**config.mk**
```make
export PLATFORM = sky130hd
export DESIGN_NAME = controlador_alu
export DESIGN_NICKNAME = d
export VERILOG_FILES = /design/src/rtl/controlador_alu.sv
export SDC_FILE = /design/constraint.sdc
export NUM_CORES = 1
export LEC_CHECK = 0
export BUFFER_PORTS_ARGS = -buffer_cell sky130_fd_sc_hd__buf_2
export CAP_MARGIN = 25
export CORE_MARGIN = 1
export CORE_UTILIZATION = 55
export DETAILED_ROUTE_END_ITERATION = 10
export PLACE_DENSITY = 0.86
export SLEW_MARGIN = 25
export SYNTH_ARGS = -nofsm -noshare
export SYNTH_HDL_FRONTEND = slang
export SYNTH_SLANG_ARGS = --single-unit
```
**constraint.sdc**
```tcl
create_clock -name clk -period 3.35 [get_ports clk]
set_input_delay 0.335 -clock clk [delete_from_list [all_inputs] [get_ports clk]]
set_output_delay 0.335 -clock clk [all_outputs]
set_load 0.005 [all_outputs]
```
**src/rtl/controlador_alu.sv**
```systemverilog
// Command sequencer in front of an external ALU. It holds a 4-entry operand
// register file and an N/Z/C/V flag register, and runs loads or ALU operations.
//
// state    | meaning
// IDLE     | ready for a command; loads and undefined ops complete from here
// EJECUTAR | ALU settles on latched operands; write-back and flags at cycle end
module controlador_alu #(
  parameter int N = 4
) (
  input  logic         clk,
  input  logic         rst,
  input  logic         cmd_valid,
  output logic         cmd_ready,
  input  logic         cmd_load,
  input  logic [3:0]   cmd_op,
  input  logic [1:0]   cmd_rd,
  input  logic [1:0]   cmd_ra,
  input  logic [1:0]   cmd_rb,
  input  logic [N-1:0] cmd_imm,
  output logic [N-1:0] alu_a,
  output logic [N-1:0] alu_b,
  output logic [3:0]   alu_control,
  input  logic [N-1:0] alu_resultado,
  input  logic         alu_negativo,
  input  logic         alu_cero,
  input  logic         alu_overflow,
  input  logic         alu_carry,
  output logic [3:0]   flags,
  output logic         done,
  output logic         error,
  input  logic [1:0]   rd_sel,
  output logic [N-1:0] rd_data
);

  typedef enum logic {IDLE = 1'b0, EJECUTAR = 1'b1} estadoT;

  estadoT       estado;
  estadoT       estadoSig;
  logic [N-1:0] regs [4];
  logic [1:0]   rdLatch;
  logic         aceptar;
  logic         opValida;
  logic         esAritmetica;

  assign cmd_ready    = (estado == IDLE) && !rst;
  assign aceptar      = cmd_valid && cmd_ready;
  assign opValida     = (cmd_op <= 4'd13);
  // Only ADD and SUB produce meaningful carry/overflow; other ops keep C and V.
  assign esAritmetica = (alu_control == 4'b1000) || (alu_control == 4'b1001);
  assign rd_data      = regs[rd_sel];

  always_comb begin
    estadoSig = estado;
    case (estado)
      IDLE:     if (aceptar && !cmd_load && opValida) estadoSig = EJECUTAR;
      EJECUTAR: estadoSig = IDLE;
    endcase
  end

  always_ff @(posedge clk) begin
    if (rst) estado <= IDLE;
    else     estado <= estadoSig;
  end

  always_ff @(posedge clk) begin
    if (rst) begin
      for (int i = 0; i < 4; i++) regs[i] <= '0;
      alu_a       <= '0;
      alu_b       <= '0;
      alu_control <= '0;
      rdLatch     <= '0;
      flags       <= '0;
      done        <= 1'b0;
      error       <= 1'b0;
    end else begin
      done <= 1'b0;
      if (estado == EJECUTAR) begin
        regs[rdLatch] <= alu_resultado;
        flags[3]      <= alu_negativo;
        flags[2]      <= alu_cero;
        if (esAritmetica) begin
          flags[1] <= alu_carry;
          flags[0] <= alu_overflow;
        end
        done <= 1'b1;
      end else if (aceptar) begin
        if (cmd_load) begin
          regs[cmd_rd] <= cmd_imm;
          done         <= 1'b1;
        end else if (opValida) begin
          // Operands are captured here, so rd may safely alias ra or rb.
          alu_a       <= regs[cmd_ra];
          alu_b       <= regs[cmd_rb];
          alu_control <= cmd_op;
          rdLatch     <= cmd_rd;
        end else begin
          error <= 1'b1;
          done  <= 1'b1;
        end
      end
    end
  end

endmodule

```
After elaboration in Yosys (flattened, before gate mapping)
Memories as Yosys holds them, arrays and structs flattened. A register that Yosys moved wholly into a read port is not among the register bits.
Index checks and enable logic that the tools add are counted.
{ "word_totals": {"register_bits": 13, "ramBits": 16, "wordCells": 48, "mem_count": 1, "out_inout_bits": 23} }
{ "classes": {"n_bitwise": 3, "magnitude_cmp": 1, "eq_ne": 2, "n_reduce_logical": 12, "n_mux": 22} }
{ "memory_table": {"columns": ["name", "depth", "word_bits", "rd", "rd_ports_with_merged_regs", "write_ports", "line_no", "rtl"], "rows": [
  ["regs", 4, 4, 3, 2, 4, "39", "logic [N-1:0] regs [4];"]
]} }
{ "ops": {"columns": ["cell", "count"], "rows": [
  ["1-bit 2-to-1 mux", 17],
  ["4-bit == test (second input constant)", 2],
  ["4-bit 2-to-1 mux", 2],
  ["4-bit AND reduction", 2],
  ["4-bit OR reduction", 2],
  ["4-bit <= comparator (second input constant)", 1],
  ["1-bit logical AND", 4],
  ["2-bit 2-to-1 mux", 2],
  ["1-bit NOT", 3],
  ["1-bit logical NOT", 2],
  ["1-bit one-hot mux with 2 select lines", 1],
  ["2-bit AND reduction", 1],
  ["1-bit logical OR", 1]
]} }

Logic depth before layout (Yosys ltp)
Gate-level depths: netlist (run 1).
{ "logic_depth": {"ltp_word": 9, "depth_mapped": 5, "depth_no_buf": 3} }

Least setup slack after synthesis (run 1)
No wires, ideal clock.
{ "synth_path": {"path_type": "reg-to-reg", "from": "register estado", "to": "memory regs[2][0], enable pin", "t_arrival_ps": 1252, "setup_time_ps": 297, "slack_ps": 1800, "period_less_slack_ps": 1550, "path_stages_with_launch": 5, "t_required_ps": 3053, "cell_sequence": "dfxtp_1 -> buf_2 -> and4bb_1 -> a2111oi_4 -> or2_2"} }
{ "synth_rtl": {"columns": ["element", "line_no", "rtl"], "rows": [
  ["from (decl)", "37", "estadoT estado;"],
  ["from (signal assigned)", "62", "else estado <= estadoSig;"],
  ["to (decl)", "39", null]
]} }

==> results, run 1 <==
- The maximum vdd drop is 0.000294 V.
- The core region is 3340 um2.
- The leading area contributor after synthesis is sky130_fd_sc_hd__edfxtp_1.
- The cell area after layout is ~2200 um2.
- The repair_antennas step left the layout with diodes totalling 0.
- The netlist area before placement is 1910 um2.
- The count of TritonRoute iterations in the first routing pass is 4.
- Post-CTS repair changed the size of 0 cells.
- The number of buffers added by the clock tree synthesis step is 5.
- The run finished with clean final reports.
- The die height is 60.9 um.
- The residual overflow from global routing is 0.
- Of the cells placed in the final design, the portion with a size suffix greater than 1 is about two fifths.
- The area enclosed by the die boundary is 3710 um2.
- The data arrival time of the critical path is 2.08 ns.
- The number of nets in the synthesized netlist is 191.
- The analysis attributes to cell leakage a power of 0.842 nW.
- After detailed routing, the number of vias per cell comes to 5.94.
- The share of the clock period used by the worst path is slightly above 60%.
- The category of the critical setup timing path is reg -> reg.
- The startpoint kind of the worst setup timing path is a flip-flop.
- Yosys attributes the largest share of cell area to sky130_fd_sc_hd__edfxtp_1 25%, sky130_fd_sc_hd__dfxtp_1 22%, sky130_fd_sc_hd__mux4_2 14%, sky130_fd_sc_hd__a21oi_1 5.2%, sky130_fd_sc_hd__nand3_1 3.1%.
- For this configuration, the core starts out at a cell density of 57.2%.
- Counting flops with a built-in enable in the synthesized netlist gives 16.
- The hold buffer count at cts is 0.
- The slew at the pin closest to its max-slew limit is 0.763 ns.
- The number of flip-flops and latches in the synthesized netlist is 37.
- Clock skew on the completed layout was measured at 0.00590 ns.
- The post-CTS clock slew at the launch and capture registers of the worst setup and hold paths is about 0.11 ns.
- The power density relative to cell area is between 300 and 400 nW/um2.
- The tree is rooted in a sky130_fd_sc_hd__clkbuf_4.
- The number of instances in the synthesized netlist is 163.
- Setup violations remaining at the end of the flow were counted as 0.
- The number of H-tree levels is 2.
- The latest clock arrival within the worst-skew pair is 0.34 ns.
- The pin count of the biggest net entering global routing is 38.
- The die is 60.9 um wide.
- Once detail routing completed, the nets flagged for antenna violations numbered 0.
- The total global routing track utilization is 22.9%.
- The via count of the first global-routing pass is 1309.
- Clock tree synthesis found a total of 37 sinks.
- The number of rows created at floorplan is 21.
- The buffer depth of the longest clock path is 2.
- Along the worst path, the maximum fanout reaches 23.
- At the end of routability-driven placement, the weighted congestion stood at 0.906.
- For this run, the number of Yosys warnings is 0.
- The vias after detailed routing is 1515.
- The kind of end point of the critical path is a flip-flop.
- The synthesized area per cell is approximately 12 um2.
- Dividing the detail-routed wire length by the instance count gives 15.2 um.
- The total wire length is 3.88 mm.
- 51 I/O pins were placed.
- The half-perimeter wire length after placement is 2.86 mm.
- TritonCTS built the clock tree.
- The number of failing hold endpoints at the final stage is 0.
- The dominant synthesized flop cell is sky130_fd_sc_hd__dfxtp_1.
- In the final timing run, aggregate negative setup slack is 0 ns.
- The critical path goes through nand2b_1 -> a221oi_1 -> or2_2.
- The number of max-cap violations is 0.
- The highest-delay cell along the critical path is sky130_fd_sc_hd__dfxtp_1.
- For this run, the post-layout net count is 236.
- The total DRC errors in the routed layout is 0.
- The count of pins over their slew limit came to 0.
- The quantity of I/O buffers inserted on ports is 50.
- The proportion of synthesized flip-flops having asynchronous set or reset is 0%.
- The final hold slack is around 0.22 ns.
- From synthesis to final layout, the design area changed by 15.6%.
- The part of the Yosys area used for sequential elements is 47.2%.
- The number of antenna violations at the first check in global routing is 0.
- The number of setup buffers added after CTS is 0.
- The clock period minus worst slack is 2.02 ns.
- Summing all placed instances gives a cell area of around 2100 um2.
- The global-route wire length before repair is approximately 6 mm.
- Derived from the worst setup path, the maximum achievable clock frequency is between 0.4 and 0.5 GHz.
- At the worst endpoint, the required time is 3.41 ns.
- The area share of the largest cell type after synthesis is 25.2%.
- The headroom to the max-slew limit is 48.9%.
- The count of different cell masters after synthesis is 34.
- Setup repair after global routing left no endpoint under its margin.
- The detailed router finished its first iteration with 125 violations.
- The largest single stage delay on the critical path is around 0.8 ns.
- The tightest min-delay check is of the in -> reg type.
[worst max-delay path: cells and delay by family (launching register included)]
kind | cells | cell delay [ns]
AO/OA/AOI/OAI | 1 | 0.48
AND/OR/NAND/NOR | 2 | 0.45
flip-flops | 1 | 0.81
[registers in the layout (all words and copies together) (netlist names)]
signal / flops
alu_a: 4
alu_b: 4
alu_control: 4
done: 1
error: 1
estado: 1
flags: 4
rdLatch: 2
regs: 16
[report_power, final]
part	total (mW)	switching, mW	leakage [nW]	internal (mW)
sequential	0.503	0.0148	0.336	0.488
clock	0.253	0.151	0.0363	0.103
combinational	0.115	0.0569	0.470	0.0576
total	0.871	0.222	0.842	0.648
[through the flow]
stage | instances | util [%] | worst slack [ns] | power (mW)
floorplan | 163 | - | 1.80 | 0.583
global placement | 247 | 64.2 | 1.47 | 0.624
detailed placement | 247 | 64.2 | 1.38 | 0.627
CTS | 255 | 66.1 | 1.35 | 0.878
global route | 255 | 66.1 | 1.17 | 0.911
finish | 255 | 66.1 | 1.33 | 0.871
[synth_stat cells, drive strengths merged, types with 3 or more instances]
| cell type | instances |
|---|---|
| o21ai | 12 |
| dfxtp | 21 |
| nand2b | 3 |
| a21oi | 20 |
| buf | 9 |
| clkbuf | 3 |
| nand2 | 6 |
| a211oi | 3 |
| nand4b | 5 |
| nand3 | 12 |
| mux2i | 4 |
| mux4 | 12 |
| nor3 | 3 |
| nor2 | 10 |
| edfxtp | 16 |
| and2 | 8 |
[logic make-up (layout without fill, tap and decap cells)]
kind of cell    count (synthesis)  after routing  synth area share [%]
compound gates                 39             39                  13.4
flops                          37             37                  47.2
simple gates                   58             58                  19.1
buf+inv                        13             59                  4.06
mux                            16             16                  16.3
[worst paths after layout]
path,from,endpoint,slack (ns),cells after the start
worst max-delay path,estado,regs[1][1],1.33,3
worst min-delay path,alu_cero,flags[2],0.22,3
worst max register to register,estado,regs[1][1],1.33,3
worst min register to register,alu_b[1],alu_b[1],0.48,2
[cells in the final DEF (no fill, tap or decap)]
master / synthesis / layout
sky130_fd_sc_hd__o21ai_2: 1 / 1
sky130_fd_sc_hd__nor4b_4: 1 / 1
sky130_fd_sc_hd__mux4_2: 12 / 12
sky130_fd_sc_hd__a211oi_2: 3 / 3
sky130_fd_sc_hd__a221o_1: 1 / 1
sky130_fd_sc_hd__nor2_1: 10 / 10
sky130_fd_sc_hd__and2_1: 8 / 8
sky130_fd_sc_hd__a221oi_1: 1 / 1
sky130_fd_sc_hd__or4b_4: 1 / 1
sky130_fd_sc_hd__nand2_1: 6 / 6
sky130_fd_sc_hd__a2111oi_4: 1 / 1
sky130_fd_sc_hd__clkbuf_4: 0 / 5
sky130_fd_sc_hd__clkbuf_8: 0 / 1
sky130_fd_sc_hd__inv_6: 0 / 1
sky130_fd_sc_hd__and4bb_2: 1 / 1
sky130_fd_sc_hd__edfxtp_1: 16 / 16
sky130_fd_sc_hd__a31o_2: 1 / 1
sky130_fd_sc_hd__or2_2: 2 / 2
sky130_fd_sc_hd__nand3_1: 12 / 12
sky130_fd_sc_hd__nor2b_1: 2 / 2
sky130_fd_sc_hd__o21ai_1: 5 / 5
sky130_fd_sc_hd__buf_2: 2 / 50
sky130_fd_sc_hd__nand4bb_1: 2 / 2
sky130_fd_sc_hd__and4bb_1: 1 / 1
sky130_fd_sc_hd__nor3_1: 3 / 3
sky130_fd_sc_hd__mux2i_1: 4 / 4
sky130_fd_sc_hd__dfxtp_1: 21 / 21
sky130_fd_sc_hd__a21oi_1: 20 / 20
sky130_fd_sc_hd__o21ai_0: 6 / 6
sky130_fd_sc_hd__and3_1: 1 / 1
sky130_fd_sc_hd__nand2b_1: 3 / 3
sky130_fd_sc_hd__inv_1: 1 / 1
sky130_fd_sc_hd__clkinv_1: 0 / 1
sky130_fd_sc_hd__nand4b_1: 5 / 5
[per-layer routing]
layer | global-route usage, % | wire length [um] | share of wire, % | vias to the layer above
li1 | - | - | - | 714
met1 | 29.9 | 1640 | 42 | 731
met2 | 35.6 | 1940 | 50 | 64
met3 | 6.40 | 234 | 6.0 | 6
met4 | 10.4 | 68 | 1.8 | 0
met5 | 0 | 0 | 0 | -
[final cells by class]
type | count | area [um2]
Multi-Input combinational cell | 113 | 931
Fill cell | 277 | 1130
Clock buffer | 6 | 51.3
Sequential cell | 37 | 901
Timing Repair Buffer | 50 | 250
Tap cell | 46 | 57.6
Inverter | 1 | 3.75
Clock inverter | 2 | 12.5
(Power assumes the default switching activity.)
==> run 2: changes to the inputs <==
- CORE_UTILIZATION: 55 -> 47
- PLACE_DENSITY: 0.86 -> 0.78
- clock period: 3.35 -> 1.79 ns (I/O delays scaled with it)
==> run 2 against run 1 <==
Die area grew 16%. Sequential share of layout area shrank 1.2 points. Critical path depth stayed put. Design area rose by 2.9%. Core utilization is 5.9 points lower. Sequential power is 86% higher. Non-clock buffer count rose by 5. Setup slack worse by 1.2 ns. Clock-buffer cell count increased by 1. Global-route usage decreased by 3.5 points. Clock power up 130%. Clock skew up 0.0030 ns.
==> results, run 2 (same netlist as run 1, synthesis figures left out) <==
- For the final routed database, the setup TNS stands at 0 ns.
- The flip-flop count of the largest register, all copies and words added is 16.
- The number of setup violations in the final report is 0.
- The cell at the root of the clock tree is sky130_fd_sc_hd__clkbuf_8.
- The repair_antennas step left the layout with diodes totalling 0.
- The highest-delay cell along the critical path is sky130_fd_sc_hd__a221o_1.
- In the routed layout, each cell is associated on average with a via count of 5.72.
- The maximum fanout encountered on the critical timing path is 10.
- The floorplan step defined a die boundary enclosing approximately 4300 um2.
- Data arrives at the worst endpoint at around 1.7 ns.
- The residual overflow from global routing is 0.
- The clock period minus worst slack is 1.67 ns.
- Buffers inserted to repair hold after CTS numbered 0.
- The die height is 65.7 um.
- The maximum clock frequency is 0.598 GHz.
- The largest single stage delay on the critical path is 0.49 ns.
- The congestion estimate from routability-driven global placement came to 0.803.
- The post-route netlist has 39.7% of its cells at a drive strength greater than 1.
- The largest clock skew in the final design is 0.00889 ns.
- The latest clock arrival within the worst-skew pair is 0.29 ns.
- In this run the static leakage power is 0.877 nW.
- The filler cells instantiated in the layout total 296.
- Once layout is complete, the utilization of the core stands at 60.3%.
- The library cell used most frequently in the layout, excluding fill and tap cells, is sky130_fd_sc_hd__buf_2.
- The headroom to the max-slew limit is 65.2%.
- The critical path data required time is 1.77 ns.
- Detailed routing inserted a total of about 1500 vias.
- By startpoint and endpoint, the worst setup path is classified as reg -> reg.
- Dividing the detail-routed wire length by the instance count gives 14.7 um.
- Counting along the longest clock path gives a buffer depth of 2.
- The half-perimeter wire length after placement is roughly 3.0 mm.
- The count of pins over their slew limit is 0.
- The post-cts resize count is 0.
- The number of H-tree levels is 2.
- The total global routing track utilization is 19.3%.
- The number of DRC markers in iteration 0 is 66.
- The number of rows created at floorplan is 22.
- At the end of the flow, the number of nets in the layout was approximately 240.
- The number of failing hold endpoints at the final stage is 0.
- The pin count of the biggest net entering global routing is 23.
- The total DRC errors in the routed layout is 0.
- The worst setup path is captured at a flip-flop.
- More flip-flops sit in one register than any other, and that register is regs.
- Summing all multi-input logic gate instances after layout gives 931 um2.
- The number of antenna violations at the first check in global routing was 0.
- The synthesis-to-layout area growth is 19.0%.
- For this block, the routed nets add up to 3.84 mm of wire.
- The number of buffers added by the clock tree synthesis step is 5.
- The CTS tree is yes.
- In the layout the commonest cells are 50 x sky130_fd_sc_hd__buf_2, 21 x sky130_fd_sc_hd__dfxtp_1, 20 x sky130_fd_sc_hd__a21oi_1.
- The sequential cells in the finished layout cover a total of 901 um2.
- The worst-case IR drop observed on VDD is 0.000392 V.
- Setup repair after global routing left no endpoint under its margin.
- The number of setup buffers added after CTS is 0.
- Input and output buffers added on the ports amount to 50.
- Once the floorplan was initialized, standard cells occupied 50.6% of the core.
- The share of the clock period used by the worst path is between 90% and 100%.
- The count of boundary I/O pins is between 50 and 60.
- The clock net sink count is 37.
- The count of TritonRoute iterations in the first routing pass is 4.
- The horizontal extent of the die is 65.7 um.
- Max-cap violations in this run came to 0.
- The first global-routing pass estimated 6.23 mm of wire.
- The slew at the pin closest to its max-slew limit is approximately 0.52 ns.
- Power spread over the standard cell area amounts to around 770 nW/um2.
- The remaining antenna violation count is 0.
- The post-CTS clock slew at the launch and capture registers of the worst setup and hold paths is 0.08 ns.
- The core region is 3770 um2.
- Summing internal, switching and leakage power gives 1.74 mW.
- The via count of the first global-routing pass came to ~1300.
- The run finished with clean final reports.
- The signal on the critical path passes through nand4bb_1 -> a221o_1 -> nand2b_1.
- The register-to-register setup slack is roughly 0.12 ns.
- In this run the worst hold path is classified as in -> reg.
- The worst setup path is launched from a flip-flop.
-- run 2: where the power goes --
part / switching (mW) / internal, mW
clock: 0.290 / 0.293
combinational: 0.111 / 0.113
sequential: 0.0231 / 0.914
total: 0.424 / 1.32
-- run 2: per-layer routing --
layer | global-route usage [%] | vias to the layer above | routed length [um]
li1 | - | 724 | -
met1 | 25.9 | 702 | 1740
met2 | 29.5 | 61 | 1770
met3 | 4.51 | 11 | 237
met4 | 8.70 | 0 | 95
met5 | 0 | - | 0
-- run 2: layout make-up --
| class | count | area share [%] |
|---|---|---|
| multi-input combinational | 113 | 41.0 |
| sequential | 37 | 39.6 |
| timing repair buffer | 55 | 12.7 |
| clock buffer | 7 | 3.52 |
| tap | 48 | 2.64 |
| clock inverter | 1 | 0.385 |
| inverter | 1 | 0.165 |
-- run 2: metrics by stage --
stage | instances | area, um2 | hold WS (ns) | setup slack (ns)
after floorplan | 163 | 1910 | 0.326 | 0.240
after global placement | 254 | 2180 | 0.409 | 0.198
after detailed placement | 254 | 2180 | 0.430 | 0.151
after CTS | 262 | 2270 | 0.125 | 0.135
after global routing | 262 | 2270 | 0.129 | 0.0561
final | 262 | 2270 | 0.124 | 0.118
-- run 2: path summary, 6_finish.rpt --
check                              start    endpoint  cells past startpoint
worst max-delay path              estado  regs[0][0]                      3
worst min-delay path            alu_cero    flags[2]                      3
worst max register to register    estado  regs[0][0]                      3
worst min register to register     error       error                      2
-- run 2: critical path, delay by kind of cell (launching register included) --
family,cells,cell delay [ns]
flops,1,0.38
simple gates,2,0.49
compound gates,1,0.49
==> run 3: changes to the inputs <==
- BUFFER_PORTS_ARGS: -buffer_cell sky130_fd_sc_hd__buf_2 -> default
- CORE_UTILIZATION: 47 -> 55
- DONT_BUFFER_PORTS: default -> 1
- PLACE_DENSITY: 0.78 -> 0.76
==> run 3 against run 2 <==
Non-clock buffer count fell by 38. Via count fell by 5.1%. Largest cell class unchanged. Setup slack improved by 0.0092 ns. Clock power fell by 2%.
==> results, run 3 (same netlist as run 1, synthesis figures left out) <==
- The run finished with clean final reports.
- Detailed routing placed a total of around 310 um of wire on met3.
- The placed cell area is a little under 2000 um2.
- The number of H-tree levels is 2.
- The via count of the first global-routing pass is 1270.
- The buffer depth of the longest clock path is 2.
- Once detail routing completed, the nets flagged for antenna violations numbered 0.
- After routing, the total negative slack on setup checks comes to 0 ns.
- Setup violations remaining at the end of the flow were counted as 0.
- The number of nets in the finished design is 203.
- For this block, the routed nets add up to 4.25 mm of wire.
- In this run the standard cell core region covers between 3000 and 4000 um2.
- The number of buffers added by the clock tree synthesis step is 5.
- Setup repair after global routing left no endpoint under its margin.
- After clock tree synthesis, the clock-pin slew on the worst setup and hold paths is 0.12 ns.
- The power density relative to cell area is slightly below 800 nW/um2.
- The category of the critical setup timing path is reg -> reg.
- In the layout the commonest cells are 21 x sky130_fd_sc_hd__dfxtp_1, 20 x sky130_fd_sc_hd__a21oi_1, 16 x sky130_fd_sc_hd__edfxtp_1.
- The antenna diode count is 0.
- On the worst path, the slowest cell contributes a delay of 0.64 ns.
- The critical path data required time is 1.99 ns.
- The clock period minus worst slack is between 1.5 and 2 ns.
- The area growth from synthesis to layout is 11.9%.
- The first global-routing pass estimated 6.08 mm of wire.
- The slowest stage of the critical path is the sky130_fd_sc_hd__or4b_4 cell.
- Detailed placement ended at an HPWL of about 3 mm.
- Clock latency on the worst-skew pair, taken at its later pin, is 0.34 ns.
- IR analysis of the VDD net gives a maximum drop of 0.000470 V.
- During I/O placement, the number of pins put on the boundary was 51.
- During placement, the flow inserted port buffers numbering 0.
- The number of DRC markers in iteration 0 is 62.
- Summing internal, switching and leakage power gives 1.68 mW.
- The cell at the root of the clock tree is sky130_fd_sc_hd__clkbuf_4.
- Traced cell by cell, the critical path runs through buf_4 -> or4b_4 -> o21ai_0 -> a21oi_1.
- The number of antenna violations at the first check in global routing is 0.
- Before antenna repair, the detailed router went through 4 iterations.
- The register with the most flip-flops in the layout has 16 of them.
- The cell depth of the worst min-delay path is 1.
- The beginning of the worst register-to-register path is estado.
- The met2 layer wire length in the routed design is 2.21 mm.
- After routing the design area is 2140 um2.
- Counting cells, the worst reg-to-reg path comes to 4.
- The type of the most critical hold path is in -> reg.
- The worst min-delay path endpoint is regs[3][2].
- The worst setup path is launched from a flip-flop.
- The post-cts resize count is 0.
- The number of rows created at floorplan is 21.
- The largest clock skew in the final design is 0.00599 ns.
- In the routed design, unresolved DRC markers number 0.
- The total global routing track utilization is about a quarter.
- Entering global routing, the biggest net connects 23 pins.
- The highest layer used for signal routing is met4.
- The worst register-to-register path ends at alu_b[3].
- The clock net sink count is 37.
- The register-to-register setup slack is 0.13 ns.
- The worst setup path is captured at a flip-flop.
- The die covers 3710 um2.
- The tightest hold path in the finished design has a slack of 0.0425 ns.
- The number of max-cap violations is 0.
- The congestion estimate from routability-driven global placement came to 0.836.
- Once layout is complete, the cells apart from fillers number approximately 220.
- The maximum clock frequency is 0.601 GHz.
- The share of the clock period used by the worst path is 92.9%.
- The routed layout has 1421 vias.
- In this run the worst path has a maximum fanout of 15.
- After detailed routing, the average wire length per cell comes to 19.1 um.
- The register containing the most flip-flops in the final layout is regs.
- The horizontal extent of the die is 60.9 um.
- For this run the aggregate overflow at the end of global routing stands at 0.
- In the final layout, the share of cells above drive strength 1 is 19.9%.
- The total leakage power is 0.702 nW.
- The number of failing hold endpoints at the final stage is 0.
- The library cell used most frequently in the layout, excluding fill and tap cells, is sky130_fd_sc_hd__dfxtp_1.
- The die is around 60 um tall.
- The starting density of the core is 57.2%.
- The cell count after placement is approximately 200.
- The count of pins over their slew limit was 0.
- At the pin with the least slew margin, the transition time is 0.840 ns.
- The worst pin sits at a relative slew slack of 43.8%.
- The met1 wire length is 1.63 mm.
- TritonCTS built the clock tree.
- After detailed routing, the number of vias per cell comes to 6.40.
- For the worst setup path, the data arrival time is approximately 1.9 ns.
- The beginning of the worst hold path is rst.
[run 3: how the worst max path moves through the flow]
stage,start,cells after the start,slack (ns),endpoint
floorplan,estado,4,0.24,regs[2][0]
global placement,estado,3,0.20,regs[0][3]
detailed placement,estado,3,0.14,regs[0][3]
CTS,estado,4,0.13,alu_b[3]
global route,estado,3,0.05,regs[0][2]
finish,estado,4,0.13,alu_b[3]
[run 3: cell type report]
cell class,instances,area (um2)
Inverter,1,3.75
Multi-Input combinational cell,113,931
Sequential cell,37,901
Tap cell,46,57.6
Clock inverter,1,6.26
Timing Repair Buffer,17,160
Clock buffer,7,76.3
Fill cell,269,1200
[run 3: report_power, final]
part / internal, mW / switching, mW
Combinational: 0.0970 / 0.0759
Clock: 0.277 / 0.291
Sequential: 0.914 / 0.0289
Total: 1.29 / 0.396
[run 3: worst max-delay path: cells and delay by family (launching register included)]
family                 cells  cell delay, ns
AND/OR/NAND/NOR            1            0.64
flip-flops                 1            0.40
AO/OA/AOI/OAI              2            0.29
buffers and inverters      1            0.19
[run 3: stage by stage]
stage / setup slack, ns / utilization (%)
after floorplan: 0.240 / -
after detailed placement: 0.137 / 57.6
after global routing: 0.0450 / 64.0
after CTS: 0.126 / 64.0
after global placement: 0.201 / 57.6
final: 0.127 / 64.0
[run 3: layer usage]
metal / vias up / track usage (%)
met1: 692 / 28.4
met3: 8 / 7.46
met2: 72 / 39.4
met5: - / 0
li1: 649 / -
met4: 0 / 10.1
[run 3: repair_timing]
| action | 4_1_cts | 5_1_grt |
|---|---|---|
| hold buffers | 13 | 0 |
| hold endpoints to repair | 22 | 0 |
| setup endpoints to repair | 0 | 0 |
| buffers inserted | 0 | 0 |
